### src/rtl/race_pkg.sv
// ----------------------------------------------------------------------------
// race_pkg
// Shared definitions for both ends of the start/done race handshake:
//   - race_state_e : initiator FSM encoding (2 bits, one code unused)
//   - RACE_*       : default widths, timeout and start-low gap length
// No ports; imported by the initiator, its interface and its sub-modules.
// ----------------------------------------------------------------------------
package race_pkg;

    typedef enum logic [1:0] {
        ST_IDLE = 2'd0,
        ST_REQ  = 2'd1,
        ST_GAP  = 2'd2
    } race_state_e;

    localparam int RACE_LAT_W      = 8;
    localparam int RACE_TIMEOUT    = 200;
    localparam int RACE_GAP_CYCLES = 1;
    localparam int RACE_CNT_W      = 16;

endpackage

### src/rtl/race_initiator_if.sv
// ----------------------------------------------------------------------------
// race_initiator_if
// Bundles the initiator's upstream request port, the start/done link to the
// responder and the completion/status outputs.
//   master : the initiator (drives req_ready, start, rsp_*, stale_done, busy,
//            txn_count; samples req_valid, done)
//   slave  : the environment (upstream requester + responder)
// Parameters LAT_W / CNT_W must match the initiator instance.
// ----------------------------------------------------------------------------
interface race_initiator_if
    import race_pkg::*;
#(
    parameter int LAT_W = RACE_LAT_W,
    parameter int CNT_W = RACE_CNT_W
);

    logic             req_valid;
    logic             req_ready;
    logic             start;
    logic             done;
    logic             rsp_valid;
    logic [LAT_W-1:0] rsp_latency;
    logic             rsp_timeout;
    logic             stale_done;
    logic             busy;
    logic [CNT_W-1:0] txn_count;

    modport master (
        input  req_valid,
        input  done,
        output req_ready,
        output start,
        output rsp_valid,
        output rsp_latency,
        output rsp_timeout,
        output stale_done,
        output busy,
        output txn_count
    );

    modport slave (
        output req_valid,
        output done,
        input  req_ready,
        input  start,
        input  rsp_valid,
        input  rsp_latency,
        input  rsp_timeout,
        input  stale_done,
        input  busy,
        input  txn_count
    );

endinterface

### src/rtl/race_lat_counter.sv
// ----------------------------------------------------------------------------
// race_lat_counter
// Latency counter with clear, increment, saturation and terminal-count flag.
//   clk, rst : clock, synchronous active-high reset (count -> 0)
//   clr      : restart the count from zero this cycle
//   en       : add one (after clr, so clr & en loads 1)
//   cnt      : current count, saturates at all-ones
//   tc       : cnt equals TC_VAL
// ----------------------------------------------------------------------------
module race_lat_counter
    import race_pkg::*;
#(
    parameter int LAT_W  = RACE_LAT_W,
    parameter int TC_VAL = RACE_TIMEOUT
) (
    input  logic             clk,
    input  logic             rst,
    input  logic             clr,
    input  logic             en,
    output logic [LAT_W-1:0] cnt,
    output logic             tc
);

    localparam logic [LAT_W-1:0] CNT_MAX = '1;
    localparam logic [LAT_W-1:0] CNT_TC  = LAT_W'(TC_VAL);

    logic [LAT_W-1:0] cnt_q;
    logic [LAT_W-1:0] cnt_d;
    logic [LAT_W-1:0] base;

    // clr and en together load 1: the accept edge itself is the first
    // counted edge of a measurement.
    always_comb begin
        base  = clr ? '0 : cnt_q;
        cnt_d = base;
        if (en && (base != CNT_MAX)) begin
            cnt_d = base + LAT_W'(1);
        end
    end

    always_ff @(posedge clk) begin
        if (rst) begin
            cnt_q <= '0;
        end else begin
            cnt_q <= cnt_d;
        end
    end

    assign cnt = cnt_q;
    assign tc  = (cnt_q == CNT_TC);

endmodule

### src/rtl/race_initiator.sv
// ----------------------------------------------------------------------------
// race_initiator
// Requesting end of the start/done race handshake. Accepts one job at a time,
// holds start high until the responder's one-cycle done pulse (or a timeout),
// reports latency, then keeps start low for GAP_CYCLES+ cycles so the
// responder re-arms.
//   clk, rst : clock, synchronous active-high reset
//   bus      : race_initiator_if.master (request port, start/done, results)
// ----------------------------------------------------------------------------
module race_initiator
    import race_pkg::*;
#(
    parameter int LAT_W      = RACE_LAT_W,
    parameter int TIMEOUT    = RACE_TIMEOUT,
    parameter int GAP_CYCLES = RACE_GAP_CYCLES,
    parameter int CNT_W      = RACE_CNT_W
) (
    input  logic               clk,
    input  logic               rst,
    race_initiator_if.master   bus
);

    localparam int               GAP_W       = $clog2(GAP_CYCLES + 1);
    localparam logic [GAP_W-1:0] GAP_LOAD    = GAP_W'(GAP_CYCLES);
    localparam logic [LAT_W-1:0] TIMEOUT_VAL = LAT_W'(TIMEOUT);

    race_state_e      state_q, state_d;
    logic             start_q, start_d;
    logic             rsp_valid_q, rsp_valid_d;
    logic             rsp_timeout_q, rsp_timeout_d;
    logic [LAT_W-1:0] rsp_latency_q, rsp_latency_d;
    logic             stale_done_q, stale_done_d;
    logic             busy_q, busy_d;
    logic [CNT_W-1:0] txn_count_q, txn_count_d;
    logic [GAP_W-1:0] gap_q, gap_d;

    logic             req_ready;
    logic             accept;
    logic             cnt_clr;
    logic             cnt_en;
    logic [LAT_W-1:0] lat_cnt;
    logic             lat_tc;

    // Gated by rst so nothing looks acceptable while the block is held in reset.
    assign req_ready = (state_q == ST_IDLE) && !rst;
    assign accept    = bus.req_valid && req_ready;

    race_lat_counter #(
        .LAT_W  (LAT_W),
        .TC_VAL (TIMEOUT)
    ) u_lat_counter (
        .clk (clk),
        .rst (rst),
        .clr (cnt_clr),
        .en  (cnt_en),
        .cnt (lat_cnt),
        .tc  (lat_tc)
    );

    always_comb begin
        state_d       = state_q;
        start_d       = start_q;
        rsp_valid_d   = 1'b0;
        rsp_timeout_d = rsp_timeout_q;
        rsp_latency_d = rsp_latency_q;
        stale_done_d  = 1'b0;
        txn_count_d   = txn_count_q;
        gap_d         = gap_q;
        cnt_clr       = 1'b0;
        cnt_en        = 1'b0;

        case (state_q)
            ST_IDLE: begin
                start_d      = 1'b0;
                stale_done_d = bus.done;
                if (accept) begin
                    state_d = ST_REQ;
                    start_d = 1'b1;
                    cnt_clr = 1'b1;
                    cnt_en  = 1'b1;
                end
            end
            ST_REQ: begin
                start_d = 1'b1;
                // A done landing on the timeout cycle still counts as a response.
                if (bus.done || lat_tc) begin
                    state_d       = ST_GAP;
                    start_d       = 1'b0;
                    rsp_valid_d   = 1'b1;
                    rsp_timeout_d = !bus.done;
                    rsp_latency_d = bus.done ? lat_cnt : TIMEOUT_VAL;
                    txn_count_d   = txn_count_q + CNT_W'(1);
                    gap_d         = GAP_LOAD;
                end else begin
                    cnt_en = 1'b1;
                end
            end
            ST_GAP: begin
                start_d      = 1'b0;
                stale_done_d = bus.done;
                if (gap_q > GAP_W'(1)) begin
                    gap_d = gap_q - GAP_W'(1);
                end else begin
                    state_d = ST_IDLE;
                end
            end
            default: begin
                state_d = ST_IDLE;
                start_d = 1'b0;
            end
        endcase

        busy_d = (state_d == ST_REQ) || (state_d == ST_GAP);
    end

    always_ff @(posedge clk) begin
        if (rst) begin
            state_q       <= ST_IDLE;
            start_q       <= 1'b0;
            rsp_valid_q   <= 1'b0;
            rsp_timeout_q <= 1'b0;
            rsp_latency_q <= '0;
            stale_done_q  <= 1'b0;
            busy_q        <= 1'b0;
            txn_count_q   <= '0;
            gap_q         <= '0;
        end else begin
            state_q       <= state_d;
            start_q       <= start_d;
            rsp_valid_q   <= rsp_valid_d;
            rsp_timeout_q <= rsp_timeout_d;
            rsp_latency_q <= rsp_latency_d;
            stale_done_q  <= stale_done_d;
            busy_q        <= busy_d;
            txn_count_q   <= txn_count_d;
            gap_q         <= gap_d;
        end
    end

    assign bus.req_ready   = req_ready;
    assign bus.start       = start_q;
    assign bus.rsp_valid   = rsp_valid_q;
    assign bus.rsp_latency = rsp_latency_q;
    assign bus.rsp_timeout = rsp_timeout_q;
    assign bus.stale_done  = stale_done_q;
    assign bus.busy        = busy_q;
    assign bus.txn_count   = txn_count_q;

endmodule

### src/flat_wrapper.sv
// flat-port wrapper written by rule: the top's interface ports become plain ports
module race_initiator_flat import race_pkg::*;
#(
    parameter int LAT_W      = RACE_LAT_W,
    parameter int TIMEOUT    = RACE_TIMEOUT,
    parameter int GAP_CYCLES = RACE_GAP_CYCLES,
    parameter int CNT_W      = RACE_CNT_W
)
  (clk, rst, bus_req_valid, bus_done, bus_req_ready, bus_start, bus_rsp_valid, bus_rsp_latency, bus_rsp_timeout, bus_stale_done, bus_busy, bus_txn_count);
  race_initiator_if #(.LAT_W(LAT_W), .CNT_W(CNT_W)) bus_i ();
  input  logic clk;
  input  logic rst;
  input wire logic [$bits(bus_i.req_valid)-1:0] bus_req_valid;
  input wire logic [$bits(bus_i.done)-1:0] bus_done;
  output wire logic [$bits(bus_i.req_ready)-1:0] bus_req_ready;
  output wire logic [$bits(bus_i.start)-1:0] bus_start;
  output wire logic [$bits(bus_i.rsp_valid)-1:0] bus_rsp_valid;
  output wire logic [$bits(bus_i.rsp_latency)-1:0] bus_rsp_latency;
  output wire logic [$bits(bus_i.rsp_timeout)-1:0] bus_rsp_timeout;
  output wire logic [$bits(bus_i.stale_done)-1:0] bus_stale_done;
  output wire logic [$bits(bus_i.busy)-1:0] bus_busy;
  output wire logic [$bits(bus_i.txn_count)-1:0] bus_txn_count;
  assign bus_i.req_valid = bus_req_valid;
  assign bus_i.done = bus_done;
  assign bus_req_ready = bus_i.req_ready;
  assign bus_start = bus_i.start;
  assign bus_rsp_valid = bus_i.rsp_valid;
  assign bus_rsp_latency = bus_i.rsp_latency;
  assign bus_rsp_timeout = bus_i.rsp_timeout;
  assign bus_stale_done = bus_i.stale_done;
  assign bus_busy = bus_i.busy;
  assign bus_txn_count = bus_i.txn_count;
  race_initiator #(.LAT_W(LAT_W), .TIMEOUT(TIMEOUT), .GAP_CYCLES(GAP_CYCLES), .CNT_W(CNT_W)) u_core (.clk(clk), .rst(rst), .bus(bus_i));
endmodule
### config.mk
export PLATFORM = sky130hd
export DESIGN_NAME = race_initiator_flat
export DESIGN_NICKNAME = d
export VERILOG_FILES = /design/src/rtl/race_pkg.sv /design/src/rtl/race_initiator_if.sv /design/src/rtl/race_lat_counter.sv /design/src/rtl/race_initiator.sv /design/src/flat_wrapper.sv
export SDC_FILE = /design/constraint.sdc
export NUM_CORES = 1
export LEC_CHECK = 0
export ABC_CLOCK_PERIOD_IN_PS = 3000
export CAP_MARGIN = 5
export CORE_UTILIZATION = 50
export DETAILED_ROUTE_END_ITERATION = 12
export GPL_TIMING_DRIVEN = 0
export PLACE_DENSITY = 0.8
export SLEW_MARGIN = 40
export SYNTH_ARGS = -nofsm -noshare
export SYNTH_HDL_FRONTEND = slang
export SYNTH_HIERARCHICAL = 1
export SYNTH_SLANG_ARGS = --single-unit
### constraint.sdc
create_clock -name clk -period 3 [get_ports clk]
set_clock_uncertainty 0.05 [all_clocks]
set_input_delay 0.9 -clock clk [delete_from_list [all_inputs] [get_ports clk]]
set_output_delay 0.9 -clock clk [all_outputs]
set_load 0.01 [all_outputs]
# After elaboration in Yosys (flattened, before gate mapping)
# Index checks and enable logic that the tools add are counted.
dict set report word_totals {
  ff_bits 40
  input_bits 4
  out_inout_bits 30
  wordCells 53
}
dict set report op_classes {
  add_sub_neg 3
  n_lt_le_gt_ge 1
  n_eq_ne 8
  n_mux 15
  n_bitwise 2
  n_reduce_logical 14
}
# operator n
set op_table {}
lappend op_table {{8-bit 2-to-1 mux} 3}
lappend op_table {{16-bit by 1-bit adder with 16-bit output (second input constant)} 1}
lappend op_table {{8-bit by 1-bit adder with 8-bit output (second input constant)} 1}
lappend op_table {{8-bit equality test (second input constant)} 1}
lappend op_table {{8-bit inequality test (second input constant)} 1}
lappend op_table {{1-bit 2-to-1 mux} 6}
lappend op_table {{2-bit 2-to-1 mux} 3}
lappend op_table {{2-bit case mux with 3 select lines} 1}
lappend op_table {{2-bit OR reduction} 3}
lappend op_table {{2-bit by 1-bit equality test with 1-bit output (second input constant)} 2}
lappend op_table {{2-bit equality test (second input constant)} 2}
lappend op_table {{2-bit by 1-bit inequality test with 1-bit output (second input constant)} 2}
lappend op_table {{1-bit case mux with 2 select lines} 2}
lappend op_table {{1-bit logical AND} 3}
lappend op_table {{3-bit AND reduction} 1}
lappend op_table {{1-bit logical NOT} 2}
lappend op_table {{2-bit logical NOT} 1}
lappend op_table {{1-bit logical OR} 2}
lappend op_table {{1-bit NOT} 2}
lappend op_table {{2-bit AND reduction} 1}
lappend op_table {{2-bit nonzero test} 1}
lappend op_table {{1-bit greater-than comparator (second input constant)} 1}
lappend op_table {{1-bit subtractor (second input constant)} 1}

# Logic depth before layout (Yosys ltp)
# Gate-level depths: netlist of the first run.
dict set report depth {
  word_depth 9
  depth_mapped 9
  depth_no_buf 8
}

# By module
# The synthesis of the first run kept the hierarchy.
# mod n_inst cells_each area_per_inst_um2 seq_area_each_um2
set modules_own_cells {}
lappend modules_own_cells {race_initiator 1 141 1251.2 620.6}
lappend modules_own_cells {race_lat_counter 1 48 436.7 160.2}

# Worst setup path after synthesis of the first run
# No wires, ideal clock.
dict set report synth_path {
  path_kind {register -> register}
  startpoint {register u_core.u_lat_counter.cnt_q[2] (netlist: u_core/u_lat_counter/cnt[2])}
  endpoint {register u_core.txn_count_q[15] (netlist: u_core/bus.txn_count[15])}
  setup_ns 0.071
  t_arrival_ns 2.433
  required_ns 2.879
  path_slack_ns 0.447
  path_stages_with_launch 8
  path_buffers 1
  synth_period_minus_slack_ns 2.553
  cell_sequence {dfxtp_1 > or4b_1 > nor4_1 > nor2_1 > or4_1 > buf_2 > or4_1 > a21oi_1}
}
dict set report synth_between {
  elab_chain_cells 3
}
# item line
set synth_rtl {}
lappend synth_rtl {{start: declaration} race_lat_counter.sv:27} ;# logic [LAT_W-1:0] cnt_q;
lappend synth_rtl {{start signal: assignment} race_lat_counter.sv:45} ;# cnt_q <= cnt_d;
lappend synth_rtl {{8-bit equality test} race_lat_counter.sv:50} ;# assign tc = (cnt_q == CNT_TC);
lappend synth_rtl {{net u_core.lat_tc} race_initiator.sv:42} ;# logic lat_tc;
lappend synth_rtl {{1-bit logical OR} race_initiator.sv:86} ;# if (bus.done || lat_tc) begin
lappend synth_rtl {{2-bit AND reduction (no line)} -}
lappend synth_rtl {{end signal: assignment} race_initiator.sv:135} ;# txn_count_q <= txn_count_d;
lappend synth_rtl {{end: declaration} race_initiator.sv:34} ;# logic [CNT_W-1:0] txn_count_q, txn_count_d;
# The timed path passes the listed nets, and every way through them passes these cells.
# A chain may end at the register's enable or synchronous reset.

# Final worst setup path of the first run
dict set report layout_path {
  startpoint {input port bus_done}
  endpoint {register u_core.u_lat_counter.cnt_q[4] (netlist: u_core/u_lat_counter/cnt[4])}
}
dict set report layout_between {
  elab_chain_cells 5
}
# item line
set layout_rtl {}
lappend layout_rtl {{start: declaration} flat_wrapper.sv:14} ;# input wire logic [$bits(bus_i.done)-1:0] bus_done;
lappend layout_rtl {{1-bit logical OR} race_initiator.sv:86}
lappend layout_rtl {{1-bit 2-to-1 mux} race_initiator.sv:86}
lappend layout_rtl {{1-bit case mux with 2 select lines} race_initiator.sv:72} ;# case (state_q)
lappend layout_rtl {{net u_core.cnt_en} race_initiator.sv:40} ;# logic cnt_en;
lappend layout_rtl {{1-bit logical AND} race_lat_counter.sv:36} ;# if (en && (base != CNT_MAX)) begin
lappend layout_rtl {{8-bit 2-to-1 mux} race_lat_counter.sv:36}
# The timed path passes the listed nets, and every way through them passes these cells.

==> impl_metrics.json, run 1 <==
{
  "status": "finished clean",
  "final_cell_mix": "39 x dfxtp_1, 32 x clkdlybuf4s50_1, 26 x nor2_1, 13 x a21oi_1, 9 x nand2_1",
  "rsz0062_at_grt": "no",
  "syn_nets": 194,
  "crit_slowest_cell": "clkdlybuf4s50_1",
  "crit_required_ns": 3.23,
  "synthXorXnorAreaFrac": 0.0363,
  "synth_top_family_by_area": "simple AND/OR/NAND/NOR gates",
  "setup_viol": 0,
  "io_buffers": 33,
  "worst_setup_path_start_kind": "primary input",
  "vias": 1573,
  "seqPwrFrac": 0.580,
  "drt_iter0_drc": 99,
  "syn_inst": 189,
  "cp.depth": 8,
  "final_common_cell": "dfxtp_1",
  "via_per_inst": 5.74,
  "setup_slack_ns": 0.166,
  "cp_cell_sequence": "clkdlybuf4s50_1 -> nor2_1 -> clkbuf_1 -> a21oi_1 -> nor2_1 -> nand3_1 -> a211oi_1 -> mux2i_1",
  "cp_common_cell": "nor2_1",
  "max_slew_margin": 0.581,
  "coreArea_mm2": 0.00313,
  "drive_gt1_frac": 0.0870,
  "routed_wl_um": 3930,
  "synth_cell_types": 49,
  "grt_max_degree": 13,
  "area_growth_pct": 27.1,
  "vdd_ir_drop_max_v": 0.000222,
  "cts_buffers": 5,
  "clock-sinks": 39,
  "rrSetupSlack_ns": 0.19,
  "drv_slew": 0,
  "start_util": 0.540,
  "clock_latency_ns": 0.35,
  "end_kind": "flop",
  "netSwitchingFraction": 0.245,
  "ios": 34,
  "hold_viol": 0,
  "power_switching_uw": 228,
  "r2r_end": "u_core/bus.txn_count[15]$_SDFFE_PP0P_",
  "worstMarginPinSlew_ns": 0.625,
  "slowest_delay_ns": 0.47,
  "p_leak_uw": 0.000702,
  "synth_area_mm2": 0.00169,
  "seq_area_um2": 781,
  "synth_edf_count": 0,
  "synth_mux_area_frac": 0.0185,
  "synth_area_per_cell_um2": 8.93,
  "yosys.area_share.simple": 0.301,
  "period_needed_ns": 2.83,
  "p_int_uw": 703,
  "antenna_left": 0,
  "rows": 20,
  "combPwrFrac": 0.088,
  "critPathLaunch": "bus_done",
  "clockBufferDepth": 2,
  "fp.dieW_um": 60.1,
  "path_clk_slew_ns": 0.12,
  "wl_per_cell_um": 14.3,
  "r2r_start": "u_core/u_lat_counter/cnt[2]$_SDFF_PP0_",
  "fillers": 278,
  "antennaDiodeCount": 0,
  "place_worst_setup_slack_ns": -0.357,
  "die-area_mm2": 0.00361,
  "synth-compound-area-share": 0.138,
  "multi_input_area_um2": 851,
  "cp-endpoint": "u_core/u_lat_counter/cnt[4]$_SDFF_PP0_",
  "power.density_mw_per_mm2": 434,
  "postLayoutCellArea_mm2": 0.00215,
  "h-tree-depth": 2,
  "dpl.hpwl_um": 2880,
  "power_uw": 931,
  "drc": 0,
  "path_max_fanout": 10,
  "ys_ff_latch": 39,
  "tritoncts": "built",
  "place_area_mm2": 0.00207,
  "fin_crit_sh": 0.945,
  "fin_tns_setup_ns": 0,
  "gp_congestion": 0.865,
  "grt_pass1_vias": 1465,
  "synth.yosys.seq_area_share": 0.463,
  "grt_pass1_wl_um": 6500,
  "antenna_found_initial": 0,
  "crit_family": "buffers and inverters",
  "synth_ff_type": "dfxtp_1",
  "hold_ws_ns": 0.455,
  "fmax_mhz": 353,
  "cts_hold_buf": 0,
  "crit_type": "primary input to flop",
  "min_path_type": "flop to flop",
  "overflow": 0,
  "r2r_cells": 7,
  "clockRootBuffer": "clkbuf_4",
  "finalNetCount": 234,
  "clkPwrFrac": 0.332,
  "synth_warnings": 6,
  "yosys.area_share.adder": 0.00741,
  "worstPathArrival_ns": 3.06,
  "async_flop_share": 0,
  "cp.buffers_inverters": 2,
  "drt_pass1_iterations": 4,
  "grt.total_usage": 0.244,
  "maxCapViolations": 0,
  "die_h_um": 60.1
}
-- worst reg2reg max path, cell delays in order, from the launching register on --
cell and delay (ns):
dfxtp_1 0.40, or4b_1 0.53, nor4_1 0.31, nor2_1 0.13
or4_1 0.52, buf_2 0.18, or4_1 0.50, a21oi_1 0.14
-- flip-flops by register name, summed over array words and instances (netlist names) --
signal                    flops
u_core/bus.busy               1
u_core/bus.txn_count         16
u_core/u_lat_counter/cnt      8
u_core/bus.rsp_latency        8
u_core/bus.stale_done         1
u_core/bus.start              1
u_core/bus.rsp_valid          1
u_core/bus.rsp_timeout        1
u_core/state_q                2
-- through the flow --
step,std cells,utilization
2_1_floorplan,189,-
3_3_place_gp,266,0.663
3_5_place_dp,266,0.663
4_1_cts,274,0.687
5_1_grt,274,0.686
6_report,274,0.686
-- cell type report --
type / count / share of cell area
Sequential cell: 39 / 0.364
Tap cell: 44 / 0.0257
Timing Repair Buffer: 33 / 0.152
Buffer: 9 / 0.0233
Multi-Input combinational cell: 138 / 0.397
Inverter: 3 / 0.00525
Clock buffer: 7 / 0.0303
Clock inverter: 1 / 0.00350
-- per-layer routing --
layer / vias to the layer above / track usage / routed length (um)
met4: 0 / 0.103 / 48
li1: 771 / - / -
met2: 50 / 0.425 / 2030
met5: - / 0 / 0
met3: 6 / 0.0649 / 165
met1: 746 / 0.277 / 1680
-- cells in the mapped netlist (all sizes together), types with 3 or more instances --
| master | instances | area share |
|---|---|---|
| dfxtp | 39 | 0.46 |
| inv | 3 | 0.0067 |
| nor3b | 4 | 0.018 |
| nor3 | 8 | 0.024 |
| a21oi | 13 | 0.039 |
| o31ai | 4 | 0.018 |
| nand2 | 9 | 0.020 |
| or4 | 4 | 0.018 |
| o22ai | 3 | 0.011 |
| nand4 | 4 | 0.015 |
| nor2 | 26 | 0.058 |
| nand3 | 8 | 0.024 |
| or3 | 3 | 0.012 |
| buf | 3 | 0.016 |
| nor4 | 4 | 0.019 |
| xnor2 | 6 | 0.031 |
| clkbuf | 6 | 0.013 |
| o21ai | 4 | 0.012 |
| a22oi | 6 | 0.027 |
-- how the worst min path moves through the flow --
stage / start / slack [ns] / cells past startpoint / to
final: u_core/bus.txn_count[14]$_SDFFE_PP0P_ / 0.46 / 2 / u_core/bus.txn_count[14]$_SDFFE_PP0P_
after detailed placement: u_core/bus.txn_count[15]$_SDFFE_PP0P_ / 0.44 / 2 / u_core/bus.txn_count[15]$_SDFFE_PP0P_
after global placement: u_core/bus.txn_count[15]$_SDFFE_PP0P_ / 0.42 / 2 / u_core/bus.txn_count[15]$_SDFFE_PP0P_
after global routing: u_core/bus.txn_count[10]$_SDFFE_PP0P_ / 0.48 / 2 / u_core/bus.txn_count[10]$_SDFFE_PP0P_
after floorplan: u_core/u_lat_counter/cnt[4]$_SDFF_PP0_ / 0.42 / 2 / u_core/u_lat_counter/cnt[4]$_SDFF_PP0_
after CTS: u_core/bus.txn_count[15]$_SDFFE_PP0P_ / 0.46 / 2 / u_core/bus.txn_count[15]$_SDFFE_PP0P_
-- power groups by stage --
stage | Clock [uW] | Combinational (uW) | Sequential, uW
after floorplan | 0 | 41.6 | 553
after global placement | 0 | 79.2 | 551
after detailed placement | 0 | 81.3 | 552
after CTS | 318 | 81.6 | 540
after global routing | 345 | 89.0 | 542
final | 310 | 81.5 | 540
-- cell families after synthesis --
logic type / after synthesis
flip-flops: 39
XOR/XNOR: 7
AND/OR/NAND/NOR: 90
AO/OA/AOI/OAI: 37
adder cells (fa/ha/maj): 1
multiplexers: 3
buffers and inverters: 12
-- repair_timing --
item                       CTS  global route
setup endpoints to repair    1             1
resized for setup            2             2
setup buffers                0             0
No activity file was read; power rests on OpenSTA's default activity.
==> inputs of run 2 (changes only) <==
--- a/config.mk
+++ b/config.mk
@@ -7,6 +7,7 @@
 export LEC_CHECK = 0
 export ABC_CLOCK_PERIOD_IN_PS = 3000
 export CAP_MARGIN = 5
+export CORE_MARGIN = 1
 export CORE_UTILIZATION = 50
 export DETAILED_ROUTE_END_ITERATION = 12
 export GPL_TIMING_DRIVEN = 0
==> results of run 2 <==
Same layout as run 1: the final DEF is identical, and so are final timing and power.
==> variant, RTL diff (flow settings as in run 1) <==
The 3 states of `race_state_e` get a one-hot encoding in 3 bits.
--- a/src/rtl/race_pkg.sv
+++ b/src/rtl/race_pkg.sv
@@ -8,8 +8,8 @@
 package race_pkg;
 
-    typedef enum logic [1:0] {
-        ST_IDLE = 2'd0,
-        ST_REQ  = 2'd1,
-        ST_GAP  = 2'd2
+    typedef enum logic [2:0] {
+        ST_IDLE = 3'b001,
+        ST_REQ  = 3'b010,
+        ST_GAP  = 3'b100
     } race_state_e;
 
Function: same outputs for any inputs over 10 cycles, from zero or initial values and one cycle with rst high; not proved beyond that.
==> variant against run 1 <==
  * Worst setup slack got worse by 0.11 ns
  * Sequential power up 0.7%
  * Wire length rose by 0.66%
  * Sequential cell count is 1 higher
  * Register-to-register slack gained 0.14 ns
  * Power is 1.0% higher
  * Clock power is 11% higher
  * Largest cell class unchanged
  * Non-clock buffer count decreased by 1
  * First-iteration DRC count up 26%
  * Synthesized area is 4.9% higher
  * Critical path type is now input port to output pin
  * Final area grew 4.3%
==> variant: results (changes against run 1) <==
[placement]
hpwl_um = 2790  ; -3.4%
placedCellCount = 272  ; +2.3%
place_ws_ns = -0.779  ; -0.422 ns

[worst_setup_path]
cp_slowest_cell = clkdlybuf4s15_2
slowest_delay_ns = 0.29  ; -0.18 ns

[pwr]
p_switching_mw = 0.205  ; -9.9%
max-vdd-ir-drop_uv = 459  ; +110%

[cells_and_area]
layout-drive-gt1-share = 0.107  ; +0.0203
multi_input_area_um2 = 912  ; +7.2%
register_area_um2 = 801  ; +2.6%
clock_area_frac = 0.0341  ; +0.000297
nNetsFinal = 237  ; +1.3%
buffers = 41  ; -2.4%
instances_no_fill = 279  ; +1.8%
nClkBuffers = 6  ; -1
nFillCells = 296  ; +6.5%
inv_count = 2  ; -1

[detailed_routing]
wl_met2_um = 1850  ; -8.8%
drtIter0Drc = 125  ; +26%
route.met3.wl_um = 226  ; +37%
drt-total-wl_um = 3950  ; +0.66%

[outcome]
status = finished, final reports clean

[synth]
synth_mux_area_frac = 0.00565  ; -0.0129
netlist_top_cells_count = 40 x dfxtp_1, 23 x nor2_1, 14 x a21oi_1
seq_area_frac_synth = 0.452  ; -0.0103
synth_fa_ha_area_frac = 0.00707  ; -0.000346
synth.area.top_cells = dfxtp_1 45%, nor2_1 4.9%, a21oi_1 4.0%, a22oi_1 2.5%, nand2_1 2.3%

[timing]
relSlewSlack = 0.686  ; +0.105

[worst_hold_path]
hold_path_startpoint = u_core/bus.txn_count[10]

[grt]
grt_max_degree = 14  ; +1

variant: final timing paths:
kind	slack [ns]	cells after the start	to
worst max-delay path	0.06	4	bus_req_ready
worst min-delay path	0.46	2	u_core/bus.txn_count[10]
worst max register to register	0.33	8	u_core/bus.txn_count[14]
worst min register to register	0.46	2	u_core/bus.txn_count[10]
variant: per-layer routing:
| metal | global-route usage | vias up |
|---|---|---|
| met4 | 0.0730 | 0 |
| met2 | 0.355 | 51 |
| met1 | 0.298 | 763 |
| met5 | 0 | - |
| li1 | - | 800 |
| met3 | 0.0441 | 6 |
variant: power by group through the flow:
stage | combinational (mW) | clock [mW] | sequential [mW]
after detailed placement | 0.0520 | 0 | 0.556
after CTS | 0.0518 | 0.352 | 0.544
after global routing | 0.0562 | 0.373 | 0.545
after floorplan | 0.0296 | 0 | 0.556
after global placement | 0.0520 | 0 | 0.556
final | 0.0521 | 0.345 | 0.544
variant: repair_timing:
action,CTS,global route
endpoints found under the setup margin,1,0
gates resized for setup,9,0
hold buffers,0,0
